===== src/rtl/stream_serializer.sv =====
// Width-down serializer: takes DATA_WIDTH words and emits RATIO OUT_WIDTH beats with out_last on the final beat.
// Define SER_MSB_FIRST_EN to emit the most-significant beat first (default is least-significant first).
module stream_serializer #(
  parameter int DATA_WIDTH = 32,
  parameter int OUT_WIDTH  = 8
) (
  input  logic                  clk,
  input  logic                  rst_n,
  input  logic                  in_valid,
  output logic                  in_ready,
  input  logic [DATA_WIDTH-1:0] in_data,
  output logic                  out_valid,
  input  logic                  out_ready,
  output logic [OUT_WIDTH-1:0]  out_data,
  output logic                  out_last
);

  localparam int RATIO = DATA_WIDTH / OUT_WIDTH;
  localparam int CNT_W = (RATIO > 1) ? $clog2(RATIO) : 1;
  localparam logic [CNT_W-1:0] LAST_IDX = CNT_W'(RATIO - 1);

  if (((DATA_WIDTH % OUT_WIDTH) != 0) || (RATIO < 2)) begin : g_bad_params
    $error("stream_serializer: DATA_WIDTH must be a multiple of OUT_WIDTH with at least two beats");
  end

  typedef enum logic {IDLE, SEND} state_t;

  state_t                  state_q, state_d;
  logic [DATA_WIDTH-1:0]   hold_q, hold_d;
  logic [CNT_W-1:0]        cnt_q, cnt_d;
  logic                    valid_d;
  logic [OUT_WIDTH-1:0]    data_d;
  logic                    last_d;
  logic                    accept;
  logic                    beat_fire;

  function automatic logic [OUT_WIDTH-1:0] beat_of(input logic [DATA_WIDTH-1:0] word,
                                                   input logic [CNT_W-1:0]      idx);
`ifdef SER_MSB_FIRST_EN
    return OUT_WIDTH'(word >> (DATA_WIDTH - OUT_WIDTH - int'(idx) * OUT_WIDTH));
`else
    return OUT_WIDTH'(word >> (int'(idx) * OUT_WIDTH));
`endif
  endfunction

  // A new word may load while the final beat of the previous one is being taken, so there is no bubble.
  assign beat_fire = out_valid & out_ready;
  assign in_ready  = rst_n & ((state_q == IDLE) | (beat_fire & out_last));
  assign accept    = in_valid & in_ready;

  always_comb begin
    state_d = state_q;
    hold_d  = hold_q;
    cnt_d   = cnt_q;
    valid_d = out_valid;
    data_d  = out_data;
    last_d  = out_last;
    if (accept) begin
      state_d = SEND;
      hold_d  = in_data;
      cnt_d   = '0;
      valid_d = 1'b1;
      data_d  = beat_of(in_data, '0);
      last_d  = 1'b0;
    end else if (beat_fire) begin
      if (out_last) begin
        state_d = IDLE;
        valid_d = 1'b0;
        data_d  = '0;
        last_d  = 1'b0;
      end else begin
        cnt_d  = cnt_q + CNT_W'(1);
        data_d = beat_of(hold_q, cnt_q + CNT_W'(1));
        last_d = ((cnt_q + CNT_W'(1)) == LAST_IDX);
      end
    end
  end

  always_ff @(posedge clk or negedge rst_n) begin
    if (!rst_n) begin
      state_q   <= IDLE;
      hold_q    <= '0;
      cnt_q     <= '0;
      out_valid <= 1'b0;
      out_data  <= '0;
      out_last  <= 1'b0;
    end else begin
      state_q   <= state_d;
      hold_q    <= hold_d;
      cnt_q     <= cnt_d;
      out_valid <= valid_d;
      out_data  <= data_d;
      out_last  <= last_d;
    end
  end

endmodule


===== config.mk =====
export PLATFORM = sky130hd
export DESIGN_NAME = stream_serializer
export DESIGN_NICKNAME = d
export VERILOG_FILES = /design/src/rtl/stream_serializer.sv
export SDC_FILE = /design/constraint.sdc
export NUM_CORES = 1
export LEC_CHECK = 0
export BUFFER_PORTS_ARGS = -buffer_cell sky130_fd_sc_hd__buf_4
export CAP_MARGIN = 20
export CORE_UTILIZATION = 56
export DETAILED_ROUTE_END_ITERATION = 6
export PLACE_DENSITY_LB_ADDON = 0.12
export SLEW_MARGIN = 20
export SYNTH_ARGS = -nofsm -noshare
export SYNTH_HDL_FRONTEND = slang
export SYNTH_SLANG_ARGS = --single-unit

===== constraint.sdc =====
create_clock -name clk -period 4.41 [get_ports clk]
set_input_delay 0 -clock clk [delete_from_list [all_inputs] [get_ports clk]]
set_output_delay 0 -clock clk [all_outputs]
set_load 0.02 [all_outputs]

; After elaboration in Yosys (flattened, before gate mapping)
; Cells that the tools add are included.
[totals]
reg_bits = 44
inputBits = 36
output_inout_bits = 11
word_cells = 31
[op_classes]
add_sub_neg = 1
n_eq_ne = 2
shift = 1
mux = 12
bitwise_logic = 6
reduce_logical = 4
[op_table]
columns = op, n
row1 = >> shifter 32 x 5 -> 8 bit, 1
row2 = 2-to-1 mux 8 bit, 3
row3 = 2-to-1 mux 1 bit, 6
row4 = 2-to-1 mux 2 bit, 3
row5 = AND 1 bit, 4
row6 = AND reduction 2 bit, 2
row7 = nonzero test 2 bit, 2
row8 = "adder 2 x 1 -> 2 bit, second input constant", 1
row9 = "== test 2 bit, second input constant", 1
row10 = "inequality test 2 x 1 -> 1 bit, second input constant", 1
row11 = NOT 1 bit, 1
row12 = bitwise OR 1 bit, 1

; Logic depth before layout (Yosys ltp)
[depth]
depth_word = 7
depth_mapped = 7
depth_no_buf = 5

; Worst setup path before layout
; No wires, ideal clock.
[synth_timing]
path_type = register to register
startpoint = reg cnt_q[0]
endpoint = reg out_data[0]
setup_ns = 0.126
t_arrival_ns = 1.585
required_ns = 4.284
setup_slack_ns = 2.699
stages_incl_launch_ff = 8
n_path_buf = 2
period_less_slack_ns = 1.711
path_cell_list = dfrtp_1 inv_1 ha_1 buf_2 buf_4 mux2i_1 o22ai_1 a221o_1
[synth_via]
elab_chain_len = 5
[synth_rtl]
columns = element, line
row1 = "start, declared", 30  ; logic [CNT_W-1:0] cnt_q, cnt_d;
row2 = "start signal, assigned", 90  ; cnt_q <= cnt_d;
row3 = adder 2 x 1 -> 2 bit, 73  ; data_d = beat_of(hold_q, cnt_q + CNT_W'(1));
row4 = >> shifter 32 x 5 -> 8 bit, 42  ; return OUT_WIDTH'(word >> (int'(idx) * OUT_WIDTH));
row5 = 2-to-1 mux 8 bit, 66  ; if (out_last) begin
row6 = 2-to-1 mux 8 bit, 65  ; end else if (beat_fire) begin
row7 = 2-to-1 mux 8 bit, 58  ; if (accept) begin
row8 = "end signal, assigned", 92  ; out_data <= data_d;
row9 = "end, declared", 14  ; output logic [OUT_WIDTH-1:0] out_data,
; No other way between the ends. The select of a mux whose other input is x is not followed.
; A chain may end at the register's enable or synchronous reset.

; Final worst setup path
[layout_timing]
startpoint = in rst_n
endpoint = reg hold_q[8]
[layout_via]
elab_chain_len = 2
[layout_rtl]
columns = element, line
row1 = "start, declared", 8  ; input logic rst_n,
row2 = AND 1 bit, 48  ; assign in_ready = rst_n & ((state_q == IDLE) | (beat_fire & out_last));
row3 = AND 1 bit, 49  ; assign accept = in_valid & in_ready;
row4 = "end signal, assigned", 89  ; hold_q <= hold_d;
row5 = "end, declared", 29  ; logic [DATA_WIDTH-1:0] hold_q, hold_d;
; No other way between the ends.

==> metrics.cfg <==
[run_status]
status=finished clean

[route]
wire_per_inst_um=15.41
drtIter0Drc=69
highest_layer=met4
wl_met2_um=2151
ant_nets=0
wl_met3_um=152
vias=1404
drc=0
routed_wl_um=4021
wl_met1_um=1687
drt-pass1-iter-count=4
routed_via_density=5.379

[setup_path]
path_class=input pin to flop
critPathBufInv=2
crit_cells=5
required_ns=4.65
critPathMaxStageDelay_ns=0.87
worst-r2r-cell-count=5
cp_data_arrival_time_ns=2.54
path_cells=dlygate4sd3_1, buf_4, nand2_1, nor2_4, mux2_2
worst_path_dominant_cell_family=simple AND/OR/NAND/NOR gates
cp-end-kind=flop
critPathSlowestCell=nor2_4
crit_fanout=46
start_kind=input pin

[clock_tree]
cts_inserted_buffers=5
insertion_delay_ns=0.35
clk_pin_slew_ns=0.13
cts.sinks=44
cts-root-buf=clkbuf_4
cts_max_level=2
cts_resized=0
postCtsSetupBuffers=0
clockBufferDepth=2
hold_buffers=34
cts_tree=built

[placement]
dp_cells=218
io_buffer_count=46
dp_hpwl_um=2406
gp_congestion=0.7214
pre_cts_slack_ns=2.240

[synthesis]
synth_warnings=0
synth_top_area_cell=dfrtp_1
ys.flop_type=dfrtp_1
ys_types=27
syn_area_per_cell_um2=14.53
synth_seq_cells=44
synth_common_cells=dfrtp_1, mux2_2, mux2i_1
synth_top_area_share_pct=56.56
synthMostInstantiatedCell=dfrtp_1
synth_seq_area_share_pct=56.56
synth.area.top_cells=dfrtp_1, mux2_2, mux2i_1
syn-num-nets=171
synth_edf_count=0
netlist_instances=134
ys_async_sr_fraction_pct=100.0
netlist_area_um2=1947

[job]
maxCapViolations=0

[final_layout]
drive_gt1_share_pct=40.00
fin_nets=251
instances_no_fill=261
area_growth_pct=38.43
diodes=0

[timing]
maxSlewViolCount=0
timing.hold.ws_ns=0.1706
fin_crit_ns=2.300
finClkSkew_ns=0.008891
relSlewSlack_pct=27.47
setup_tns_ns=0
hold_viol=0
fin_crit_sh_pct=52.16
worst_slack_ns=2.110
setup_viol_count_final=0
rsz0062_at_grt=false
fmax_mhz=434.8
worst_pin_slew_ns=1.085

[pwr]
p_leak_nw=1.248
vdd_ir_drop_max_mv=0.3837
pwr_density_cell_nw_per_um2=638.9

[die]
core_area_um2=3337
die_w_um=60.96
pin_count=47
fp-row-count=21
start_util_pct=58.34
dieArea_um2=3716
die_h_um=60.96

[global_routing]
first_global_vias=1421
grt-ovfl-total=0
grtUsageTotal_pct=23.97
antenna_found_initial=0
grt_max_degree=47
grt_pass1_wl_um=6361

[min_path]
holdCritPathClass=input pin to async pin

-- path summary, 6_finish.rpt --
kind / startpoint / endpoint / slack (ns)
worst min-delay path: rst_n / hold_q[28] / 0.17
worst min register to register: hold_q[9] / hold_q[9] / 0.52
min in group clk: in_data[26] / hold_q[26] / 0.42
worst max register to register: cnt_q[0] / out_data[2] / 2.25
worst max-delay path: rst_n / hold_q[8] / 2.11
max in group asynchronous: rst_n / out_data[0] / 3.87
-- worst reg2reg max path, delay by kind of cell (launching register included) --
family | cells | cell delay (ns)
buf+inv | 1 | 0.06
fa+ha+maj | 1 | 0.88
flops | 1 | 0.40
compound gates | 2 | 0.40
mux | 1 | 0.31
-- through the flow --
step,power [W],util [%],instance area [µm²]
6_report,0.001722,80.76,2695
5_1_grt,0.001840,80.76,2695
4_1_cts,0.001726,80.46,2685
3_5_place_dp,0.001504,68.43,2283
3_3_place_gp,0.001463,68.43,2283
2_1_floorplan,0.001299,-,1947
-- power breakdown --
group          switching (W)  internal (W)  total [W]
registers           0.000120      0.000604   0.000723
logic               0.000359      0.000439   0.000797
clock network       0.000125     0.0000761   0.000201
-- layer usage --
metal | vias to the layer above | GRT usage (%)
met5 | - | 0
met4 | 0 | 7.792
met3 | 5 | 5.544
met2 | 36 | 42.54
met1 | 705 | 28.81
li1 | 658 | -
-- layout by cell type (no fill, tap or decap) --
cell type	Yosys	layout
a21oi_1	2	2
o21a_1	1	1
nand2_1	2	2
nor2b_1	1	1
nand4bb_1	1	1
mux2i_1	16	16
ha_1	1	1
nand4b_1	1	1
a221o_1	8	8
a22o_1	1	1
nor2_1	1	1
o22ai_1	8	8
clkbuf_8	0	1
dlygate4sd3_1	0	35
dfrtp_1	44	44
o21ai_0	2	2
inv_1	1	1
or3_1	1	1
clkinv_2	0	2
nand2b_1	1	1
nor2_4	1	1
mux2_2	29	29
buf_4	1	46
mux2_1	2	2
mux2_4	1	1
clkbuf_4	0	5
a21boi_2	1	1
-- logic make-up after synthesis --
| kind of cell | share of synthesized area (%) |
|---|---|
| flip-flops | 56.56 |
| buffers and inverters | 3.598 |
| AND/OR/NAND/NOR | 3.150 |
| adder cells (fa/ha/maj) | 0.6426 |
| multiplexers | 26.93 |
| AO/OA/AOI/OAI | 9.126 |
-- registers in the layout, indices dropped and copies added (netlist names) --
register and count:
cnt_q 2, hold_q 32, state_q 1, out_data 8
out_last 1
-- layout make-up --
cell class / count / area (µm²)
Inverter: 1 / 3.754
Clock inverter: 2 / 10.01
Timing Repair Buffer: 81 / 695.7
Multi-Input combinational cell: 81 / 775.7
Sequential cell: 44 / 1101
Clock buffer: 6 / 51.30
Tap cell: 46 / 57.56
Fill cell: 204 / 641.9
Note: power is estimated with default switching activity, not from simulation.
